### src/rtl/fn_sweep_if.sv
// Sweep engine bus: stimulus/expectation in, truth-table results out.
// The expected-table signal is called `expected` because `expect` is a reserved word.
interface fn_sweep_if #(
    parameter int N_IN = 3
) ();
    localparam int T = 1 << N_IN;

    logic            start;
    logic [T-1:0]    expected;
    logic            s;
    logic [N_IN-1:0] vec;
    logic            busy;
    logic            done;
    logic            pass;
    logic [T-1:0]    result;
    logic [N_IN:0]   err_cnt;
    logic [N_IN-1:0] first_err;
    logic            first_err_vld;

    modport master (
        input  start, expected, s,
        output vec, busy, done, pass, result, err_cnt, first_err, first_err_vld
    );

    modport slave (
        output start, expected, s,
        input  vec, busy, done, pass, result, err_cnt, first_err, first_err_vld
    );
endinterface

### src/rtl/fn_sweep.sv
// Exhaustive clocked sweep of an N_IN-input boolean function with truth-table check.
// Build option: FN_SWEEP_FIRST_ERR_EN enables first-mismatch capture (first_err/first_err_vld).
module fn_sweep #(
    parameter int N_IN = 3,
    parameter int LAT  = 1
) (
    input logic        clk,
    input logic        rst_n,
    fn_sweep_if.master bus
);
    localparam int              T        = 1 << N_IN;
    localparam logic [N_IN-1:0] VEC_LAST = '1;

    typedef enum logic [1:0] {IDLE, RUN, DRAIN, DONE} state_t;

    state_t          state_q, state_d;
    logic            start_acc;
    logic            run_vld;
    logic            samp_vld;
    logic            samp_mis;
    logic            enter_done;
    logic [N_IN-1:0] vec_q;
    logic [N_IN-1:0] samp_idx;
    logic [T-1:0]    exp_q;
    logic [T-1:0]    result_q;
    logic [N_IN:0]   err_cnt_q, err_cnt_nxt;
    logic            pass_q;
    logic [1:0]      drain_cnt;

    always_ff @(posedge clk or negedge rst_n) begin
        if (!rst_n) state_q <= IDLE;
        else        state_q <= state_d;
    end

    always_comb begin
        state_d   = state_q;
        start_acc = 1'b0;
        case (state_q)
            IDLE: begin
                if (bus.start) begin
                    start_acc = 1'b1;
                    state_d   = RUN;
                end
            end
            RUN: begin
                if (vec_q == VEC_LAST) state_d = (LAT > 0) ? DRAIN : DONE;
            end
            DRAIN: begin
                if (drain_cnt == 2'(LAT - 1)) state_d = DONE;
            end
            DONE: begin
                if (bus.start) begin
                    start_acc = 1'b1;
                    state_d   = RUN;
                end else begin
                    state_d = IDLE;
                end
            end
            default: state_d = IDLE;
        endcase
    end

    assign run_vld    = (state_q == RUN);
    assign enter_done = (state_d == DONE) && (state_q != DONE);

    // Index delay line: each applied vector travels with its valid bit so the
    // sample taken LAT cycles later knows which table entry it belongs to.
    if (LAT == 0) begin : g_comb
        assign samp_vld = run_vld;
        assign samp_idx = vec_q;
    end else begin : g_pipe
        logic [LAT:1]           vld_pipe;
        logic [LAT:1][N_IN-1:0] idx_pipe;

        always_ff @(posedge clk or negedge rst_n) begin
            if (!rst_n) begin
                vld_pipe <= '0;
                idx_pipe <= '0;
            end else begin
                vld_pipe[1] <= run_vld;
                idx_pipe[1] <= vec_q;
                for (int k = 2; k <= LAT; k++) begin
                    vld_pipe[k] <= vld_pipe[k-1];
                    idx_pipe[k] <= idx_pipe[k-1];
                end
            end
        end

        assign samp_vld = vld_pipe[LAT];
        assign samp_idx = idx_pipe[LAT];
    end

    always_comb begin
        samp_mis    = samp_vld && (bus.s != exp_q[samp_idx]);
        err_cnt_nxt = err_cnt_q + {{N_IN{1'b0}}, samp_mis};
    end

    always_ff @(posedge clk or negedge rst_n) begin
        if (!rst_n) begin
            vec_q     <= '0;
            exp_q     <= '0;
            result_q  <= '0;
            err_cnt_q <= '0;
            pass_q    <= 1'b0;
            drain_cnt <= '0;
        end else begin
            if (start_acc) begin
                vec_q     <= '0;
                exp_q     <= bus.expected;
                result_q  <= '0;
                err_cnt_q <= '0;
                pass_q    <= 1'b0;
            end else begin
                if (run_vld && vec_q != VEC_LAST) vec_q <= vec_q + 1'b1;
                if (samp_vld) begin
                    result_q[samp_idx] <= bus.s;
                    err_cnt_q          <= err_cnt_nxt;
                end
                // Final sample lands on the same edge as the move into DONE.
                if (enter_done) pass_q <= (err_cnt_nxt == '0);
            end
            drain_cnt <= (state_q == DRAIN) ? drain_cnt + 1'b1 : 2'd0;
        end
    end

`ifdef FN_SWEEP_FIRST_ERR_EN
    logic [N_IN-1:0] first_err_q;
    logic            first_err_vld_q;

    always_ff @(posedge clk or negedge rst_n) begin
        if (!rst_n) begin
            first_err_q     <= '0;
            first_err_vld_q <= 1'b0;
        end else if (start_acc) begin
            first_err_q     <= '0;
            first_err_vld_q <= 1'b0;
        end else if (samp_mis && !first_err_vld_q) begin
            first_err_q     <= samp_idx;
            first_err_vld_q <= 1'b1;
        end
    end

    assign bus.first_err     = first_err_q;
    assign bus.first_err_vld = first_err_vld_q;
`else
    assign bus.first_err     = '0;
    assign bus.first_err_vld = 1'b0;
`endif

    assign bus.vec     = vec_q;
    assign bus.busy    = (state_q == RUN) || (state_q == DRAIN);
    assign bus.done    = (state_q == DONE);
    assign bus.pass    = pass_q;
    assign bus.result  = result_q;
    assign bus.err_cnt = err_cnt_q;
endmodule

### src/flat_wrapper.sv
// flat-port wrapper written by rule: the top's interface ports become plain ports
module fn_sweep_flat 
#(
    parameter int N_IN = 3,
    parameter int LAT  = 1
)
  (clk, rst_n, bus_start, bus_expected, bus_s, bus_vec, bus_busy, bus_done, bus_pass, bus_result, bus_err_cnt, bus_first_err, bus_first_err_vld);
  fn_sweep_if #(.N_IN(N_IN)) bus_i ();
  input logic clk;
  input logic rst_n;
  input wire logic [$bits(bus_i.start)-1:0] bus_start;
  input wire logic [$bits(bus_i.expected)-1:0] bus_expected;
  input wire logic [$bits(bus_i.s)-1:0] bus_s;
  output wire logic [$bits(bus_i.vec)-1:0] bus_vec;
  output wire logic [$bits(bus_i.busy)-1:0] bus_busy;
  output wire logic [$bits(bus_i.done)-1:0] bus_done;
  output wire logic [$bits(bus_i.pass)-1:0] bus_pass;
  output wire logic [$bits(bus_i.result)-1:0] bus_result;
  output wire logic [$bits(bus_i.err_cnt)-1:0] bus_err_cnt;
  output wire logic [$bits(bus_i.first_err)-1:0] bus_first_err;
  output wire logic [$bits(bus_i.first_err_vld)-1:0] bus_first_err_vld;
  assign bus_i.start = bus_start;
  assign bus_i.expected = bus_expected;
  assign bus_i.s = bus_s;
  assign bus_vec = bus_i.vec;
  assign bus_busy = bus_i.busy;
  assign bus_done = bus_i.done;
  assign bus_pass = bus_i.pass;
  assign bus_result = bus_i.result;
  assign bus_err_cnt = bus_i.err_cnt;
  assign bus_first_err = bus_i.first_err;
  assign bus_first_err_vld = bus_i.first_err_vld;
  fn_sweep #(.N_IN(N_IN), .LAT(LAT)) u_core (.clk(clk), .rst_n(rst_n), .bus(bus_i));
endmodule
### config.mk
export PLATFORM = sky130hd
export DESIGN_NAME = fn_sweep_flat
export DESIGN_NICKNAME = d
export VERILOG_FILES = /design/src/rtl/fn_sweep_if.sv /design/src/rtl/fn_sweep.sv /design/src/flat_wrapper.sv
export SDC_FILE = /design/constraint.sdc
export NUM_CORES = 1
export LEC_CHECK = 0
export BUFFER_PORTS_ARGS = -buffer_cell sky130_fd_sc_hd__buf_4
export CORE_UTILIZATION = 55
export CTS_CLUSTER_SIZE = 14
export DETAILED_ROUTE_END_ITERATION = 6
export PLACE_DENSITY = 0.8
export SYNTH_ARGS = -nofsm -noshare
export SYNTH_HDL_FRONTEND = slang
export SYNTH_SLANG_ARGS = --single-unit
### constraint.sdc
create_clock -name clk -period 5 [get_ports clk]
set_input_delay 0.75 -clock clk [delete_from_list [all_inputs] [get_ports clk]]
set_output_delay 0.75 -clock clk [all_outputs]
set_load 0.02 [all_outputs]
==> results.txt, run 1 <==
The count of nets left with antenna violations once routing finished came out at 0. Clock latency on the worst-skew pair, taken at its later pin, is 0.32 ns. For the number of fillers in the final layout, the log shows 229. The setup TNS after final layout was 0 ns. The residual overflow from global routing was 0; the number of detailed-routing iterations run before antenna repair was 3. The initial antenna violation count was 0. Detailed routing inserted a total of 1050 vias.

Setup repair after global routing left no endpoint under its margin. The logs give 138 for the number of cells produced by synthesis and 0 for the final-report setup violation count. Critical path endpoint category: a flip-flop. The data arrival time of the critical path was 2.71 ns.

The run finished with clean final reports. The total area inside the core boundary comes to 2730 sq um. By area the synthesized netlist is led by dfrtp_1 (51%), mux2i_1 (7.6%), ha_1 (7.1%), mux2_2 (5.7%), nor2_1 (3.6%).

The synthesized netlist contains 29 unique library cells. Wire segments on met2 add up to 1.29 mm in the final route. The total of flip-flops plus latches after synthesis is 32, and the number of levels the H-tree was split into is 2. The signal on the critical path passes through mux4_2, mux2i_1, xnor2_1, and2_1, ha_1, ha_1, nor3_1, nand3_1, mux2i_1. Number of global-route vias before repair: 1099. Counting instances in the post-synthesis netlist gives the leading cell types as dfrtp_1 (32), nor2_1 (15), mux2i_1 (12), ha_1 (9), mux2_2 (8).

For the worst setup path, the data required time is 5.25 ns. The total power density per cell area was 559 nW/um^2; the routability congestion estimate from global placement was 0.746. The run gives 2.51 ns as the worst slack at placement. Broken down by cell family, the worst path's largest delay share belongs to multiplexers.

The root buffer selected by CTS was clkbuf_4. The type of the setup path with the least slack is reg2reg. Signal routing reaches up to met4. Dividing the detail-routed wire length by the instance count gives 13.8 um. Yosys printed 0 warnings. Pin placement for this block handled 34 I/O pins. The minimum setup slack in the final design was 2.54 ns. The cell at the slowest stage of the critical path was mux4_2.

Final HPWL from detailed placement: 2.02 mm. The cell area that synthesis handed to floorplanning was 1580 sq um. For this run, asynchronously set or reset flops after synthesis account for 100%. The number of placed instances, taps included, is 190. The final-stage net count was 187. In the synthesized netlist the dominant register cell turns out to be dfrtp_1.

The share of final-layout standard cells stronger than drive strength 1 works out to 28.3%. After detailed routing, the number of remaining DRC violations is 0. The register area share after synthesis came out at 50.6%. Of all cell types, the one taking the most synthesized area is dfrtp_1. For this run, the top clock speed supported by timing is 406 MHz. In the post-synthesis netlist, the cell with the most instances is dfrtp_1. In the routed layout, each cell is associated on average with a via count of 5.33. Counting the buffers created by CTS gives 5. The logs give 1.27 mm for the length of routed wiring on met1 and 12 for the number of violations reported at the end of detailed-routing iteration 0. The number of enable flip-flop cells after synthesis came out at 0. For this run, the share of the core covered by cells in the final layout is 67.7%. The buffer depth of the longest clock path is 2.

The maximum fanout along the worst path is 7. For the leakage power total, the log shows 0.000927 uW. Buffers added to address setup during post-CTS repair amount to 0. The floorplan step set the die width to 55.7 um.

The initial standard-cell utilization of the core came out at 57.9%. For the die outline area, the log shows 3100 sq um. The number of max-slew violations in the final report was 0. Excluding fillers, the count of instances in the completed layout stands at 197.

The number of clock sinks was 32; the delay of the slowest cell on the worst path was 0.53 ns. The type of the most critical hold path is in2async. Dividing the final minimum period by the clock period gives 49.3%.

For the diode insertion count for antenna repair, the log shows 0. After clock tree synthesis, the clock-pin slew on the worst setup and hold paths is 0.10 ns. After synthesis, the largest area contributor takes up 50.6% of total cell area.

Category of the worst setup path launch point: a flip-flop. For this block, the routed nets add up to 2.73 mm of wire. The average instance in the mapped netlist occupies 11.5 sq um. Entering global routing, the biggest net connects 33 pins. The first global-routing pass estimated 5.01 mm of wire. The overall fraction of global-route tracks in use is 21.0%, and the number of gates given a new drive strength after cts is 0. The tools report the hold violation total from the final report as 0. TritonCTS built the clock tree.

After detailed routing, the met3 layer carries 128 um of wire. VDD sags by at most 0.423 mV. Clock skew on the completed layout was measured at 0.00765 ns.

Across the run, the number of max-cap violations was 0. The count of buffers added on input and output ports is 29. In this run the vertical extent of the chip is 55.7 um.

The hold-fix buffer count after cts is 0, and the post-route minimum period is 2.46 ns. The cell row count is 19, and the number of buffers and inverters on the critical path is 0. From synthesis to final layout, the design area changed by 16.9%.
placed cells by master, fill, tap and decap left out, types with 2 or more instances in the layout:
master,instances
a21oi_1,2
and2_1,2
buf_4,30
clkbuf_4,5
clkbuf_8,2
conb_1,4
dfrtp_1,32
ha_1,9
inv_1,5
mux2_2,8
mux2i_1,12
mux4_2,2
nand2_1,6
nand2b_1,4
nand3_1,4
nand4_1,2
nand4b_1,2
nor2_1,15
nor2b_1,4
nor3_1,2
nor3b_1,2
o21ai_0,3
xnor2_1,3
xor2_1,3
power by group:
part           switching (uW)  internal, uW  leakage (uW)
Sequential               92.6           349      0.000414
Combinational             212           219      0.000476
Clock                    81.8          79.7     0.0000374
per-stage QoR:
step,total power [uW],hold slack (ns),area [sq um]
after floorplan,758,0.402,1600
after global placement,860,0.411,1790
after detailed placement,884,0.414,1790
after CTS,1040,0.346,1850
after global routing,1120,0.348,1850
final,1030,0.332,1850
final cells by class:
| type | instances | area [sq um] | area share [%] |
|---|---|---|---|
| Clock buffer | 7 | 65.1 | 3.51 |
| Inverter | 5 | 18.8 | 1.01 |
| Multi-Input combinational cell | 92 | 703 | 38.0 |
| Sequential cell | 32 | 801 | 43.2 |
| Tap cell | 31 | 38.8 | 2.09 |
| Timing Repair Buffer | 30 | 225 | 12.2 |
routing by layer:
layer  up-vias  GRT usage, %
li1        510             -
met3         6          7.44
met5         -             0
met2        25          34.1
met4         0          6.43
met1       509          26.6
registers in the layout, summed over array words and instances (netlist names):
name / flops
u_core.g_pipe.idx_pipe: 3
u_core.bus.err_cnt: 4
u_core.bus.pass: 1
u_core.bus.vec: 3
u_core.state_q: 2
u_core.g_pipe.vld_pipe: 1
u_core.bus.result: 8
u_core.drain_cnt: 2
u_core.exp_q: 8
cell families after synthesis:
group                      synth area share, %
xor gates and xnor gates                  3.32
other                                    0.237
buffers and inverters                     5.77
muxes                                     16.1
AOI/OAI and AO/OA                         3.24
adders and majority gates                 7.11
DFF                                       50.6
and+or+nand+nor                           13.7
worst paths after layout:
path                                      startpoint                         to  slack (ns)  cells past startpoint
max in group asynchronous                      rst_n       u_core.bus.result[5]        4.38                      1
min reg2reg                        u_core.bus.vec[1]  u_core.g_pipe.idx_pipe[1]        0.44                      0
max reg2reg                u_core.g_pipe.idx_pipe[0]            u_core.bus.pass        2.54                      9
min                                            rst_n      u_core.bus.err_cnt[0]        0.33                      1
max                        u_core.g_pipe.idx_pipe[0]            u_core.bus.pass        2.54                      9
min in group clk                   u_core.bus.vec[1]  u_core.g_pipe.idx_pipe[1]        0.44                      0
(Power assumes the default switching activity.)
==> run 2: changes to the inputs <==
- ABC_AREA: default -> 1
- CORE_UTILIZATION: 55 -> 54
- PLACE_DENSITY: 0.8 -> 0.79
- clock period: 5 -> 2.3 ns (I/O delays scaled with it)
==> results.txt, run 2 <==
The tools report the wire length after detailed routing as 2.86 mm. For this run, design rule violations remaining after detail routing come to 4. The run gives 1195 as the number of global-route vias before repair.

After synthesis, the mean cell area works out to 8.10 sq um. Measured on the finished design, the core utilization comes to 69.5%. The maximum fanout along the worst path is 8. The top layer used by detailed routing is met3.

The detail route stage leaves a number of antenna-violating nets equal to 0. Counting distinct cell types in the post-synthesis netlist gives 17. The core box area came out at 2810 sq um.

Static timing analysis puts the maximum clock frequency at 481 MHz. Max-cap violations in this run came to 0. The worst setup path is of the reg2reg kind. CTS built an H-tree with a depth of 2. The total power density per cell area is 1340 nW/um^2, and the final-stage net count is 258.

The initial antenna violation count is 0, and the total of flip-flops plus latches after synthesis is 32. Port buffering added 29 buffers. Critical path endpoint category: a flip-flop. In this run the static leakage power is 0.00115 uW. The wire length per cell is 10.6 um, and the wire length of the first global-routing pass is 5.11 mm. Detailed routing placed a total of 1.41 mm of wire on met2.

The type of the most critical hold path is in2reg. Number of max-slew violations in the final report: 0. The critical path required time came out at 2.58 ns.

The tree is rooted in a clkbuf_4. In this run the count of I/O pins placed on the die edge is 34. Of the available clock period, the critical path in the final layout requires 90.3%. Counting every sink on the clock net gives 32.

For the later-pin clock latency in the skew report, the log shows 0.33 ns. The register clock-pin slew on the reported worst setup and hold paths was 0.10 ns. The number of enable flip-flop cells after synthesis is 0. By area the synthesized netlist is led by dfrtp_1 (49%), nand2_1 (17%), ha_1 (6.9%), inv_1 (4.6%), nand3_1 (4.3%). The tools report the final HPWL from detailed placement as 2.08 mm. Most repeated cell in the gate-level netlist after synthesis: nand2_1. The tools report the hold violation total from the final report as 0.

Global routing finished with a remaining overflow of 0. The flow ran to the end, but the final reports show violations. The number of buffers created by CTS is 5, and the mapped cell area is 1640 sq um. In this run the vertical extent of the chip is 57.0 um. After layout, the worst setup slack is 0.222 ns. The library cells used most frequently in the layout, excluding fill and tap cells, are nand2_1 (76), buf_4 (33), dfrtp_1 (31). The tools report the clock skew as 0.00575 ns. After routing, the total negative slack on setup checks comes to 0 ns. Entering global routing, the biggest net connects 33 pins. Category of the worst setup path launch point: a flip-flop.

Across the VDD grid, the largest voltage drop is 0.981 mV. The number of antenna diodes in the final layout is 0. Yosys warning count: 0.

Once the floorplan was initialized, standard cells occupied 58.3% of the core. The tools report the overall fraction of global-route tracks in use as 20.4%. Instance area at placement: 1840 sq um. From synthesis to final layout, the design area changed by 19.3%. Setup violations remaining at the end of the flow were counted as 0. In the final routing, the length of wire on met1 measures 1.32 mm.

Detailed-route via count: 1324. The commonest register cell after synthesis was dfrtp_1. The run gives 0.177 ns as the worst slack at placement. The cell row count was 19. The congestion estimate from routability-driven global placement came to 0.870. STA puts the critical path data arrival time at 2.36 ns.

For flop-to-flop paths, the worst setup slack is 0.22 ns. Setup repair after global routing left no endpoint under its margin. Of the post-synthesis cell area, the dominant cell type holds 49.0%. The chip width was 57.0 um; the share of final-layout standard cells stronger than drive strength 1 was 19.3%. The die covers 3250 sq um.

The number of detailed-routing iterations run before antenna repair is 6, and the buffer depth of the longest clock path is 2. TritonCTS built the clock tree. Share of flip-flops with an asynchronous set or reset: 100%. The post-route minimum period is 2.08 ns. Counting instances in the post-synthesis netlist gives the leading cell types as nand2_1 (76), dfrtp_1 (32), inv_1 (20), nand3_1 (14), nor2_1 (11). Of the synthesized area, sequential elements account for 49.0%. Counting every instance in the synthesized netlist gives 202.

Leaving out fill and tap cells, the most frequent cell in the layout is nand2_1. The checks that failed: design-rule violations. The tools report the post-layout instance area as 1950 sq um. The via density per instance is 4.92. Summed over all instances, the cell type with the most area after synthesis is dfrtp_1. In the detailed route, the total length drawn on met3 is 139 um. The number of fillers in the final layout is 252, and the number of violations reported at the end of detailed-routing iteration 0 is 39.
-- run 2: cell count changes after synthesis, sizes merged, moves of 6 or more --
cell   previous run  this run
nand3             4        14
mux2              8         0
nand2             6        76
mux2i            12         0
inv               5        23
o21ai             3         9
nand4             2         8
-- run 2: final cells by class --
| cell class | count | area, sq um | share of cell area, % |
|---|---|---|---|
| Timing Repair Buffer | 34 | 258 | 13.2 |
| Clock inverter | 3 | 42.5 | 2.18 |
| Clock buffer | 5 | 37.5 | 1.92 |
| Sequential cell | 32 | 802 | 41.1 |
| Multi-Input combinational cell | 141 | 686 | 35.2 |
| Inverter | 23 | 86.3 | 4.43 |
| Tap cell | 31 | 38.8 | 1.99 |
-- run 2: timing repair --
item                                   CTS  global route
setup endpoints to repair                0             1
setup buffers                            0             3
hold buffers                             1             0
endpoints found under the hold margin   32             0
resized for setup                        0             1
-- run 2: logic make-up (layout without fill, tap and decap cells) --
kind of cell | count (synthesis) | count (layout) | share of synthesized area, %
simple gates | 110 | 110 | 28.0
flops | 32 | 32 | 49.0
buf+inv | 32 | 65 | 9.79
compound gates | 16 | 16 | 5.05
fa+ha+maj | 9 | 9 | 6.89
xor+xnor | 2 | 2 | 1.07
other cells | 1 | 4 | 0.229
-- run 2: worst max-delay path: stages, from the launching register on --
cell,delay (ns)
dfrtp_2,0.46
inv_2,0.13
nand2_1,0.06
nand2_1,0.05
nand2_1,0.04
nand2_1,0.06
nand2_1,0.06
a21oi_1,0.14
nor2_1,0.07
ha_1,0.19
ha_1,0.29
nor2_1,0.09
nand2_1,0.05
nor2_1,0.10
nand2_1,0.06
nand3_1,0.07
nand2_1,0.05
inv_1,0.05
-- run 2: power by group --
| part | switching (uW) | total (uW) | internal, uW |
|---|---|---|---|
| sequential | 186 | 966 | 780 |
| clock | 191 | 418 | 226 |
| combinational | 758 | 1240 | 481 |
| total | 1140 | 2620 | 1490 |
-- run 2: stage by stage --
| stage | total power, uW | std cells | hold slack, ns |
|---|---|---|---|
| after floorplan | 1870 | 205 | 0.0494 |
| after global placement | 2140 | 257 | 0.296 |
| after detailed placement | 2180 | 257 | 0.298 |
| after CTS | 2600 | 266 | 0.196 |
| after global routing | 2890 | 269 | 0.201 |
| final | 2620 | 269 | 0.206 |
-- run 2: worst paths after layout --
| path | cells after the start | startpoint | end |
|---|---|---|---|
| setup reg to reg | 17 | u_core.g_pipe.idx_pipe[0] | u_core.bus.pass |
| max in group asynchronous | 2 | rst_n | u_core.g_pipe.idx_pipe[0] |
| min in group asynchronous | 2 | rst_n | u_core.exp_q[4] |
| hold reg to reg | 1 | u_core.drain_cnt[0] | u_core.drain_cnt[0] |
| setup / recovery | 17 | u_core.g_pipe.idx_pipe[0] | u_core.bus.pass |
| hold / removal | 3 | bus_expected[7] | u_core.exp_q[7] |
-- run 2: layer usage --
| layer | global-route usage, % | vias to the layer above |
|---|---|---|
| met5 | 0 | - |
| met4 | 5.23 | 0 |
| met3 | 6.80 | 0 |
| met2 | 33.8 | 29 |
| met1 | 25.9 | 598 |
| li1 | - | 697 |
==> run 3: changes to the inputs <==
- ABC_AREA: 1 -> default
- CORE_UTILIZATION: 54 -> 53
- PLACE_DENSITY: 0.79 -> 0.78
==> results.txt, run 3 (same netlist as run 1, synthesis figures left out) <==
The signal on the critical path passes through mux4_2, mux2i_1, xnor2_1, and2_4, ha_4, ha_4, nor3_2, nand3_1, mux2i_1. The clock passes through at most 2 buffers. The net count of the finished layout is 191. Among all stages on the critical path, the largest delay is contributed by mux4_2.

The startpoint identified for the worst hold timing path is bus_expected[4]. The delay of the slowest cell on the worst path came out at 0.51 ns. Compared with the post-synthesis result, the final layout area differs by 20.6%.

The share of the clock period used by the worst path is 94.3%. The maximum fanout along the worst path is 3. Capture point of the worst reg-to-reg path: u_core.bus.pass.

The clock period could shrink to 2.17 ns. For this configuration, the core starts out at a cell density of 56.5%. After floorplanning, the core was divided into 19 placement rows. The run gives 2.55 ns as the critical path required time.

The worst setup path is captured at a flip-flop. The post-layout total power is 2350 uW. The chip width is 56.7 um. Die height: 56.7 um. The critical path in this run is classified as reg2reg. Leaving out fill and tap cells, the most frequent cell in the layout is buf_4. Setup repair after global routing could not meet its margin everywhere. The tools report the total of max-cap violations as 0. Entering global routing, the biggest net connects 33 pins. TritonCTS built the clock tree. Number of detailed-routing iterations run before antenna repair: 6. The count of cells along the worst register-to-register path is 9. The overall fraction of global-route tracks in use came out at 20.8%. The number of max-slew violations in the final report was 0. Hold violation total from the final report: 0. The clock tree synthesis step divided the H-tree into 2 levels.

For the top achievable clock speed, the log shows 461 MHz. The setup TNS after final layout was 0 ns; the number of clock sinks was 32. The finished cells cover 1910 sq um. Summing all placed instances gives a cell area of 1800 sq um. The via density per instance is 5.41. The run finished, with violations left. The logs give 192 for the placed cell count and 0 for the residual overflow from global routing. After floorplanning, the core was sized to cover 2810 sq um. The root buffer cell chosen for the clock tree is clkbuf_4. Dividing the detail-routed wire length by the instance count gives 14.3 um. The run gives 1093 as the detailed-route via count. The logs give -0.0153 ns for the worst slack at placement and 0.131 ns for the minimum setup slack in the final design.

The HPWL after detailed placement is 2.04 mm. Summing all multi-input logic gate instances after layout gives 736 sq um. The worst register-to-register path begins at u_core.g_pipe.idx_pipe[0]. The flip-flop and latch area was 801 sq um.

Across all register-to-register paths, the minimum setup slack is 0.13 ns. The clock skew is 0.0120 ns. The type of the most critical hold path was in2reg. The later-pin clock latency in the skew report is 0.33 ns. In this run, the number of DRC markers left after iteration 0 of detailed routing was 26.

Port buffering added 29 buffers. After clock tree synthesis, the clock-pin slew on the worst setup and hold paths is 0.10 ns. Pin placement for this block handled 34 I/O pins. Along the worst hold path, the cell count comes to 2. The worst hold path terminates at u_core.exp_q[4]. STA puts the critical path data arrival time at 2.42 ns. The initial antenna violation count is 0, and the die outline area is 3210 sq um. STA classifies the critical path startpoint as a flip-flop. The number of buffers created by CTS is 5. For this design the static power due to leakage is 0.000941 uW. Wire length after detailed routing: 2.89 mm. The tools report the filler-free cell count of the finished design as 202.

The post-route netlist has 31.0% of its cells at a drive strength greater than 1. The number of fillers in the final layout was 213. For this run, design rule violations remaining after detail routing come to 9.

For the number of global-route vias before repair, the log shows 1107. 0 antenna diodes ended up in the layout. The top cell types in the final layout, fill and taps aside, are buf_4 (33), dfrtp_1 (32), nor2_1 (15). The detail route stage leaves a number of antenna-violating nets equal to 0. The first global-routing pass estimated 4.92 mm of wire. The worst-case vdd ir drop was 0.725 mV.

The checks that failed: design-rule violations. Routability-driven placement finished with a final weighted congestion of 0.775. The total power density per cell area was 1230 nW/um^2; the final-report setup violation count was 0.
run 3: where the power goes:
group / switching (uW) / leakage, uW / internal [uW] / total, uW
clock: 180 / 0.0000326 / 151 / 330
sequential: 190 / 0.000414 / 759 / 949
combinational: 517 / 0.000495 / 552 / 1070
run 3: worst max path at each step:
stage,start,endpoint,slack (ns),cells past startpoint
detailed placement,u_core.g_pipe.idx_pipe[0],u_core.bus.pass,-0.02,9
global route,u_core.g_pipe.idx_pipe[0],u_core.bus.pass,-0.04,9
finish,u_core.g_pipe.idx_pipe[0],u_core.bus.pass,0.13,9
global placement,u_core.g_pipe.idx_pipe[0],u_core.bus.pass,0.07,9
CTS,u_core.g_pipe.idx_pipe[0],u_core.bus.pass,0.01,9
floorplan,u_core.g_pipe.idx_pipe[0],u_core.bus.pass,0.10,10
run 3: what timing repair did:
item,4_1_cts,5_1_grt
hold buffers,1,0
pin swaps,3,3
endpoints found under the setup margin,1,2
buffers inserted,1,0
endpoints found under the hold margin,32,0
resized for setup,2,3
run 3: through the flow:
step,util (%),hold WS (ns)
floorplan,-,0.0494
global placement,64.2,0.297
detailed placement,64.2,0.303
CTS,67.5,0.237
global route,68.1,0.228
finish,68.1,0.248
run 3: area by class of cell:
type | instances | area share (%)
multi-input combinational | 92 | 38.5
sequential | 32 | 41.9
clock buffer | 8 | 3.08
inverter | 5 | 0.982
timing repair buffer | 34 | 13.5
tap | 31 | 2.03
run 3: critical path, delay by kind of cell (launching register included):
kind,cells,cell delay [ns]
xor+xnor,1,0.15
flops,1,0.41
mux,3,0.82
simple gates,3,0.39
fa+ha+maj,2,0.34
run 3: metal layers:
metal	global-route usage, %	part of all wire [%]	vias up
li1	-	-	524
met1	25.7	42	538
met2	34.2	52	26
met3	6.91	4.3	5
met4	6.79	1.2	0
met5	0	0	-
